$ cat src/rtl/cla64_seq_if.sv
// Bus bundle for the 64-bit add/sub sequencer: request channel, CLA stage
// operand/result wires, response channel and a state debug tap.
// Handshakes: a transfer happens on a rising edge where valid && ready are
// both 1; the producer holds valid and payload stable until that edge.
interface cla64_seq_if;
   logic        in_valid;
   logic        in_ready;
   logic [63:0] in_a;
   logic [63:0] in_b;
   logic        in_ci;
   logic        in_sub;
   logic [31:0] cla_a;
   logic [31:0] cla_b;
   logic        cla_ci;
   logic [31:0] cla_s;
   logic        cla_co;
   logic        out_valid;
   logic        out_ready;
   logic [63:0] out_s;
   logic        out_co;
   logic        out_ovf;
   logic        out_zero;
   logic [2:0]  dbg_state;

   modport slave (
      input  in_valid, in_a, in_b, in_ci, in_sub, cla_s, cla_co, out_ready,
      output in_ready, cla_a, cla_b, cla_ci, out_valid, out_s, out_co,
             out_ovf, out_zero, dbg_state
   );

   modport master (
      output in_valid, in_a, in_b, in_ci, in_sub, cla_s, cla_co, out_ready,
      input  in_ready, cla_a, cla_b, cla_ci, out_valid, out_s, out_co,
             out_ovf, out_zero, dbg_state
   );
endinterface

$ cat src/rtl/cla64_seq.sv
// Sequences one 64-bit add/sub through a registered 32-bit CLA stage as a
// low pass then a high pass, chaining the low carry into the high pass.
module cla64_seq #(
   parameter int CLA_LAT = 1
) (
   input logic        clock,
   input logic        reset_n,
   cla64_seq_if.slave bus
);

   typedef enum logic [2:0] {
      IDLE     = 3'd0,
      ISSUE_LO = 3'd1,
      WAIT_LO  = 3'd2,
      ISSUE_HI = 3'd3,
      WAIT_HI  = 3'd4,
      DONE     = 3'd5
   } state_t;

   state_t      r_state;
   state_t      w_next;
   logic [2:0]  r_cnt;
   logic        w_wait_last;
   logic        w_in_ready;
   logic        w_out_valid;
   logic [63:0] w_b_eff;
   logic        w_c0;

   logic [63:0] r_a;
   logic [63:0] r_b;
   logic [31:0] r_lo_s;
   logic [31:0] r_cla_a;
   logic [31:0] r_cla_b;
   logic        r_cla_ci;
   logic [63:0] r_out_s;
   logic        r_out_co;
   logic        r_out_ovf;
   logic        r_out_zero;

   assign w_wait_last = (r_cnt == 3'(CLA_LAT - 1));
   // Subtraction is A + ~B + 1, so B is inverted once at accept time.
   assign w_b_eff     = bus.in_sub ? ~bus.in_b : bus.in_b;
   assign w_c0        = bus.in_sub ? 1'b1 : bus.in_ci;

   always_comb begin
      w_next      = r_state;
      w_in_ready  = 1'b0;
      w_out_valid = 1'b0;
      case (r_state)
         IDLE: begin
            w_in_ready = 1'b1;
            if (bus.in_valid) w_next = ISSUE_LO;
         end
         ISSUE_LO: w_next = WAIT_LO;
         WAIT_LO:  if (w_wait_last) w_next = ISSUE_HI;
         ISSUE_HI: w_next = WAIT_HI;
         WAIT_HI:  if (w_wait_last) w_next = DONE;
         DONE: begin
            w_out_valid = 1'b1;
            if (bus.out_ready) w_next = IDLE;
         end
         default:  w_next = IDLE;
      endcase
   end

   always_ff @(posedge clock) begin
      if (!reset_n) r_state <= IDLE;
      else          r_state <= w_next;
   end

   always_ff @(posedge clock) begin
      if (!reset_n) begin
         r_cnt      <= 3'd0;
         r_a        <= 64'd0;
         r_b        <= 64'd0;
         r_lo_s     <= 32'd0;
         r_cla_a    <= 32'd0;
         r_cla_b    <= 32'd0;
         r_cla_ci   <= 1'b0;
         r_out_s    <= 64'd0;
         r_out_co   <= 1'b0;
         r_out_ovf  <= 1'b0;
         r_out_zero <= 1'b0;
      end else begin
         if ((r_state == WAIT_LO) || (r_state == WAIT_HI))
            r_cnt <= w_wait_last ? 3'd0 : r_cnt + 3'd1;
         else
            r_cnt <= 3'd0;

         case (r_state)
            IDLE: begin
               if (bus.in_valid) begin
                  r_a      <= bus.in_a;
                  r_b      <= w_b_eff;
                  r_cla_a  <= bus.in_a[31:0];
                  r_cla_b  <= w_b_eff[31:0];
                  r_cla_ci <= w_c0;
               end
            end
            WAIT_LO: begin
               // The low-pass carry goes straight into the high-pass carry-in.
               if (w_wait_last) begin
                  r_lo_s   <= bus.cla_s;
                  r_cla_a  <= r_a[63:32];
                  r_cla_b  <= r_b[63:32];
                  r_cla_ci <= bus.cla_co;
               end
            end
            WAIT_HI: begin
               if (w_wait_last) begin
                  r_out_s    <= {bus.cla_s, r_lo_s};
                  r_out_co   <= bus.cla_co;
                  r_out_ovf  <= (r_a[63] == r_b[63]) && (bus.cla_s[31] != r_a[63]);
                  r_out_zero <= ({bus.cla_s, r_lo_s} == 64'd0);
               end
            end
            default: ;
         endcase
      end
   end

   assign bus.in_ready  = w_in_ready;
   assign bus.out_valid = w_out_valid;
   assign bus.cla_a     = r_cla_a;
   assign bus.cla_b     = r_cla_b;
   assign bus.cla_ci    = r_cla_ci;
   assign bus.out_s     = r_out_s;
   assign bus.out_co    = r_out_co;
   assign bus.out_ovf   = r_out_ovf;
   assign bus.out_zero  = r_out_zero;
   assign bus.dbg_state = r_state;

endmodule

$ cat src/flat_wrapper.sv
// flat-port wrapper written by rule: the top's interface ports become plain ports
module cla64_seq_flat 
#(
   parameter int CLA_LAT = 1
)
  (clock, reset_n, bus_in_valid, bus_in_a, bus_in_b, bus_in_ci, bus_in_sub, bus_cla_s, bus_cla_co, bus_out_ready, bus_in_ready, bus_cla_a, bus_cla_b, bus_cla_ci, bus_out_valid, bus_out_s, bus_out_co, bus_out_ovf, bus_out_zero, bus_dbg_state);
  cla64_seq_if bus_i ();
  input logic clock;
  input logic reset_n;
  input wire logic [$bits(bus_i.in_valid)-1:0] bus_in_valid;
  input wire logic [$bits(bus_i.in_a)-1:0] bus_in_a;
  input wire logic [$bits(bus_i.in_b)-1:0] bus_in_b;
  input wire logic [$bits(bus_i.in_ci)-1:0] bus_in_ci;
  input wire logic [$bits(bus_i.in_sub)-1:0] bus_in_sub;
  input wire logic [$bits(bus_i.cla_s)-1:0] bus_cla_s;
  input wire logic [$bits(bus_i.cla_co)-1:0] bus_cla_co;
  input wire logic [$bits(bus_i.out_ready)-1:0] bus_out_ready;
  output wire logic [$bits(bus_i.in_ready)-1:0] bus_in_ready;
  output wire logic [$bits(bus_i.cla_a)-1:0] bus_cla_a;
  output wire logic [$bits(bus_i.cla_b)-1:0] bus_cla_b;
  output wire logic [$bits(bus_i.cla_ci)-1:0] bus_cla_ci;
  output wire logic [$bits(bus_i.out_valid)-1:0] bus_out_valid;
  output wire logic [$bits(bus_i.out_s)-1:0] bus_out_s;
  output wire logic [$bits(bus_i.out_co)-1:0] bus_out_co;
  output wire logic [$bits(bus_i.out_ovf)-1:0] bus_out_ovf;
  output wire logic [$bits(bus_i.out_zero)-1:0] bus_out_zero;
  output wire logic [$bits(bus_i.dbg_state)-1:0] bus_dbg_state;
  assign bus_i.in_valid = bus_in_valid;
  assign bus_i.in_a = bus_in_a;
  assign bus_i.in_b = bus_in_b;
  assign bus_i.in_ci = bus_in_ci;
  assign bus_i.in_sub = bus_in_sub;
  assign bus_i.cla_s = bus_cla_s;
  assign bus_i.cla_co = bus_cla_co;
  assign bus_i.out_ready = bus_out_ready;
  assign bus_in_ready = bus_i.in_ready;
  assign bus_cla_a = bus_i.cla_a;
  assign bus_cla_b = bus_i.cla_b;
  assign bus_cla_ci = bus_i.cla_ci;
  assign bus_out_valid = bus_i.out_valid;
  assign bus_out_s = bus_i.out_s;
  assign bus_out_co = bus_i.out_co;
  assign bus_out_ovf = bus_i.out_ovf;
  assign bus_out_zero = bus_i.out_zero;
  assign bus_dbg_state = bus_i.dbg_state;
  cla64_seq #(.CLA_LAT(CLA_LAT)) u_core (.clock(clock), .reset_n(reset_n), .bus(bus_i));
endmodule
$ cat config.mk
export PLATFORM = sky130hd
export DESIGN_NAME = cla64_seq_flat
export DESIGN_NICKNAME = d
export VERILOG_FILES = /design/src/rtl/cla64_seq_if.sv /design/src/rtl/cla64_seq.sv /design/src/flat_wrapper.sv
export SDC_FILE = /design/constraint.sdc
export NUM_CORES = 1
export LEC_CHECK = 0
export BUFFER_PORTS_ARGS = -buffer_cell sky130_fd_sc_hd__clkbuf_2
export CORE_ASPECT_RATIO = 1.2
export CORE_MARGIN = 3
export CORE_UTILIZATION = 35
export CTS_CLUSTER_DIAMETER = 120
export CTS_CLUSTER_SIZE = 10
export DETAILED_ROUTE_END_ITERATION = 6
export PLACE_DENSITY_LB_ADDON = 0.1
export SYNTH_ARGS = -nofsm -noshare
export SYNTH_HDL_FRONTEND = slang
export SYNTH_SLANG_ARGS = --single-unit
$ cat constraint.sdc
create_clock -name clock -period 2.3 [get_ports clock]
set_input_delay 0.23 -clock clock [delete_from_list [all_inputs] [get_ports clock]]
set_output_delay 0.23 -clock clock [all_outputs]
set_load 0.01 [all_outputs]
# Yosys cells after proc, flatten, opt, wreduce, memory -nomap -nowiden
# Cells that the tools add are included.
[word_totals] ff_bits=298 in_bits=167 word_cells=57 output_inout_bits=137
[classes] reduce_logical=12 n_eq_ne=11 addsub=1 bitwise_logic=3 muxes=18
[ops] operator="32-bit two-way mux" n=4
[ops] operator="32-bit case mux with 2 select lines" n=2
[ops] operator="64-bit logical NOT" n=1
[ops] operator="64-bit two-way mux" n=1
[ops] operator="64-bit NOT" n=1
[ops] operator="3-bit case mux with 6 select lines" n=1
[ops] operator="3-bit two-way mux" n=4
[ops] operator="3-bit by 2-bit equality test with 1-bit output (second input constant)" n=2
[ops] operator="3-bit equality test (second input constant)" n=2
[ops] operator="3-bit logical NOT" n=2
[ops] operator="2-bit AND reduction" n=3
[ops] operator="1-bit two-way mux" n=5
[ops] operator="2-bit by 1-bit != test with 1-bit output (second input constant)" n=2
[ops] operator="2-bit != test (second input constant)" n=2
[ops] operator="4-bit AND reduction" n=1
[ops] operator="3-bit by 1-bit adder with 3-bit output (second input constant)" n=1
[ops] operator="3-bit by 1-bit equality test with 1-bit output (second input constant)" n=1
[ops] operator="3-bit AND reduction" n=1
[ops] operator="3-bit OR reduction" n=1
[ops] operator="1-bit NOT" n=2
[ops] operator="1-bit case mux with 2 select lines" n=1
[ops] operator="2-bit nonzero test" n=1
[ops] operator="1-bit equality test" n=1
[ops] operator="1-bit logical AND" n=1
[ops] operator="2 further kinds" n=2

# Longest topological paths before layout
[depth] depth_word=4 ltp_mapped=8 mapped_depth_nobuf=6

# Least setup slack after synthesis
# OpenSTA, ideal clock, no wires.
[synth_timing] path_kind="register -> register" start="reg u_core.r_state[1], in the netlist u_core.bus.dbg_state[1]" end="reg u_core.r_cla_b[10], in the netlist u_core.bus.cla_b[10]" period_less_slack_ns=1.825 setup_slack_ns=0.475 n_path_buf=4 path_stages_with_launch=8 t_required_ns=2.180 arrival_ns=1.705 cell_sequence="dfxtp_1 -> buf_2 -> or3b_1 -> buf_2 -> clkbuf_1 -> buf_1 -> o211ai_1 -> a21boi_1"
[synth_between] elab_chain_cells=3
[synth_lines] element="start: declaration" line_no="cla64_seq.sv:20" text="state_t r_state;"
[synth_lines] element="start signal: assignment" line_no="cla64_seq.sv:68" text="else r_state <= w_next;"
[synth_lines] element="3-bit by 2-bit equality test with 1-bit output / 3-bit logical NOT (equally long branches)" line_no="cla64_seq.sv:90" text="case (r_state)"
[synth_lines] element="2-bit by 1-bit != test with 1-bit output (no source line), or another cell as far along"
[synth_lines] element="3-bit AND reduction (no source line)"
[synth_lines] element="end signal: assignment" line_no="cla64_seq.sv:96" text="r_cla_b <= w_b_eff[31:0];"
[synth_lines] element="end signal: assignment" line_no="cla64_seq.sv:105" text="r_cla_b <= r_b[63:32];"
[synth_lines] element="end: declaration" line_no="cla64_seq.sv:33" text="logic [31:0] r_cla_b;"
# Several ways; a longest one is shown, not always the timed one.
# A chain may end at the register's enable or synchronous reset.

# Worst setup path after layout
[layout_timing] start="reg u_core.r_state[1], in the netlist u_core.bus.dbg_state[1]" end="reg u_core.r_cla_ci, in the netlist u_core.bus.cla_ci"
[layout_between] elab_chain_cells=3
[layout_lines] element="3-bit by 2-bit equality test with 1-bit output / 3-bit logical NOT (equally long branches)" line_no="cla64_seq.sv:90"
[layout_lines] element="2-bit by 1-bit != test with 1-bit output (no source line), or another cell as far along"
[layout_lines] element="3-bit AND reduction (no source line)"
[layout_lines] element="end signal: assignment" line_no="cla64_seq.sv:97" text="r_cla_ci <= w_c0;"
[layout_lines] element="end signal: assignment" line_no="cla64_seq.sv:106" text="r_cla_ci <= bus.cla_co;"
[layout_lines] element="end: declaration" line_no="cla64_seq.sv:34" text="logic r_cla_ci;"
# Several ways; a longest one is shown, not always the timed one.

==> summary.md <==
| Metric | Value |
|---|---|
| CTS H-tree depth | `1` |
| NetSw | `about 3800 µW` |
| Via-per-instance ratio | `approximately 4.8` |
| Pre-antenna DRT Iters | `4` |
| Met2 WL post-DR | `approximately 14,000 µm` |
| Mapped Nets | `between 1,000 and 1,500` |
| Total global routing overflow | `0` |
| GRT Util Overall | `19.1%` |
| Final antenna-violating net count | `0` |
| Combinational share of power | `between 20% and 30%` |
| Most frequent cells in the layout | `424 x nand2_1, 301 x clkbuf_2, 234 x dfxtp_1` |
| Worst slew margin | `34.5%` |
| Layout Cells excl Fill | `1,869` |
| Setup violators final | `0` |
| Post-DP Area | `approximately 0.012 mm²` |
| Max Freq | `between 400 and 500 MHz` |
| Critical path's top delay family | `flip-flops` |
| Synth Instances | `1,174` |
| CP Launch Point | `u_core.bus.dbg_state[1]` |
| CP max stage delay | `between 500 and 600 ps` |
| Crit path time final | `roughly 2000 ps` |
| Post-Layout Inst Area | `around 0.013 mm²` |
| Port-buffer cells | `between 300 and 400` |
| Asr flop ratio synth | `0%` |
| Net Sw Frac | `32.2%` |
| Largest net degree at the start of global routing | `a little under 100` |
| Vias after detailed routing | `just under 9,000` |
| Hold crit path type | `input port to register` |
| Die ar. | `slightly above 0.03 mm²` |
| Worst-Margin Slew | `just under 1000 ps` |
| EDFF count, synth | `0` |
| Setup TNS | `0 ps` |
| CP Capture Type | `register` |
| Tcrit/Tclk final | `87.2%` |
| Reg power frac | `a little over two fifths` |
| # DRC | `0` |
| Maximum VDD drop | `555 µV` |
| Most used DFF post-synth | `dfxtp_1` |
| Horiz. Die Dim | `160 µm` |
| Root Driver | `clkbuf_16` |
| Clock Latency Late Sink | `530 ps` |
| Sequential fraction of the synthesis area | `between 40% and 50%` |
| CTS tree | `done` |
| FF/Latch Area | `0.00468 mm²` |
| Worst Skew | `approximately 13 ps` |
| Syn_area_per_cell | `about 8.5 µm²` |
| DR top layer | `met4` |
| Met3 wire len | `slightly above 2000 µm` |
| Worst Path Max Fanout | `24` |
| Placed Cells incl. Taps | `about 1,800` |
| First-pass GRT wire length | `approximately 48,000 µm` |
| Total clock buffers created by CTS | `27` |
| Die Ht | `roughly 190 µm` |
| Max-Cap Viols | `0` |
| Detail Placement HPWL | `~20,000 µm` |
| Vias in the first global route | `approximately 9,000` |
| # clock sinks | `234` |
| Fillcell total | `around 2,800` |
| Area occupied by multi-input gates | `between 0.004 and 0.005 mm²` |
| Core Area | `0.0275 mm²` |
| Longest Clk Path Bufs | `3` |
| Reg clk slew, reported paths | `50 ps` |
| Internal Dissipation | `approximately 8000 µW` |
| Power share of the clock group | `30.6%` |
| Synth Register Bits | `roughly 230` |
| Area grow syn2layout | `32.4%` |
| Initial antenna violation count | `1` |
| Total wire length | `29,800 µm` |
| Status | `complete, no violations` |
| Arrival time of the worst setup path | `~2500 ps` |
| DRT iter0 DRCs | `360` |
| Fraction of layout cells with a size suffix above 1 | `24.2%` |
| Final Max Tran Viols | `0` |
| Leakage | `0.00595 µW` |
| Nets | `between 1,500 and 2,000` |
| Commonest non-fill, non-tap cell in the layout | `nand2_1` |
| Layout Utilization | `a little under half` |
| RSZ-0062 raised after global routing | `no` |
| Startpoint types | `register` |
| Design Power | `approximately 12,000 µW` |
| Power Density | `about 900 mW/mm²` |
| Critical path cell sequence | `or3b_4 -> o21ai_4 -> buf_4 -> o211ai_1 -> a21boi_1` |
| Placer Congestion | `~0.8` |
| Syn. warnings | `0` |
| Post-Synthesis Cell Area | `between 0.009 and 0.01 mm²` |
| Post-cts resize count | `0` |
| M1 WL | `about 13,000 µm` |
| CP max stage cell | `dfxtp_1` |
| Initial core utilization | `between 30% and 40%` |
| Min-delay src | `bus_in_a[11]` |
| Row count | `66` |
| Worst path required time | `between 2000 and 3000 ps` |
| Synth unique cells | `34` |
| CP Class | `register to register` |
| Worst r2r src | `u_core.bus.dbg_state[1]` |
| Avg WL per Cell | `roughly 16 µm` |
| Final Hold Fails | `0` |
| Top Ports | `304` |
| Crit path buffers/inverters | `1` |
[sequential cells by signal, indices dropped and copies added, names as in the netlist]
signal,flops
u_core.bus.cla_a,32
u_core.bus.out_s,64
u_core.bus.cla_b,32
u_core.r_cnt,3
u_core.r_b,32
u_core.r_lo_s,32
u_core.bus.out_co,1
u_core.bus.out_ovf,1
u_core.r_a,32
u_core.bus.cla_ci,1
u_core.bus.dbg_state,3
u_core.bus.out_zero,1
[metal layers]
| metal | up-vias | global-route usage [%] |
|---|---|---|
| met5 | - | 0 |
| met3 | 53 | 4.78 |
| met2 | 250 | 32.6 |
| li1 | 4557 | - |
| met1 | 4090 | 23.9 |
| met4 | 0 | 5.51 |
[final timing paths]
check                               to  slack (ps)  cells past startpoint
setup / recovery     u_core.bus.cla_ci         290                      5
hold / removal    u_core.bus.cla_a[11]          40                      4
setup reg to reg     u_core.bus.cla_ci         290                      5
hold reg to reg   u_core.bus.cla_b[30]         450                      2
[synthesized netlist by cell type, types with 2 or more instances]
cell | n | area (µm²)
nor2_1 | 7 | 26.3
a21boi_0 | 119 | 893
ha_1 | 2 | 25.0
xnor2_1 | 66 | 578
o21ai_0 | 2 | 10.0
nand3_1 | 32 | 160
nand4_1 | 5 | 31.3
clkbuf_1 | 59 | 221
inv_1 | 4 | 15.0
o21a_1 | 2 | 15.0
nand2b_1 | 2 | 12.5
o211a_1 | 65 | 651
nand2_1 | 424 | 1590
nor2b_1 | 2 | 12.5
buf_2 | 32 | 160
a21boi_1 | 43 | 323
dfxtp_1 | 234 | 4680
a21oi_1 | 4 | 20.0
buf_1 | 5 | 18.8
or3_1 | 2 | 12.5
nor3b_1 | 2 | 15.0
o211ai_1 | 34 | 255
nor4_1 | 16 | 100
[per-stage QoR]
stage | worst slack [ps] | hold WS (ps)
2_1_floorplan | 475 | 365
3_3_place_gp | 324 | 436
3_5_place_dp | 292 | 445
4_1_cts | 270 | 23.4
5_1_grt | 123 | 51.2
6_report | 293 | 43.1
[power groups by stage]
stage,sequential (µW),combinational [µW],clock (µW)
finish,5070,3140,3610
global route,5140,3520,3920
CTS,5070,3210,3750
detailed placement,5150,3120,0
global placement,5140,3090,0
floorplan,5200,1820,0
[timing repair]
item	4_1_cts	5_1_grt
endpoints found under the hold margin	95	0
buffers inserted	0	0
hold buffers	64	0
[cells by family (layout without fill, tap and decap cells)]
group | count (synthesis) | count (layout) | share of synthesized area [%]
AOI/OAI and AO/OA | 270 | 270 | 22.0
xor gates and xnor gates | 67 | 67 | 5.90
adders and majority gates | 2 | 2 | 0.252
buffers and inverters | 101 | 421 | 4.25
and+or+nand+nor | 500 | 500 | 20.5
other | 0 | 1 | 0
DFF | 234 | 234 | 47.1
[cell type report]
| cell class | count | share of cell area [%] |
|---|---|---|
| diodes | 1 | 0.0190 |
| clock buffers | 27 | 5.14 |
| clock inverters | 2 | 0.133 |
| inverters | 4 | 0.114 |
| multi-input cells | 839 | 37.0 |
| flip-flops and latches | 234 | 35.6 |
| well taps | 374 | 3.56 |
| repair buffers | 388 | 18.4 |
[worst register-to-register path, stage by stage, from the launching register on]
cell      delay, ps
dfxtp_1         580
or3b_4          500
o21ai_4         200
buf_4           330
o211ai_1        180
a21boi_1        160
Power figures use the tool's default switching activity.
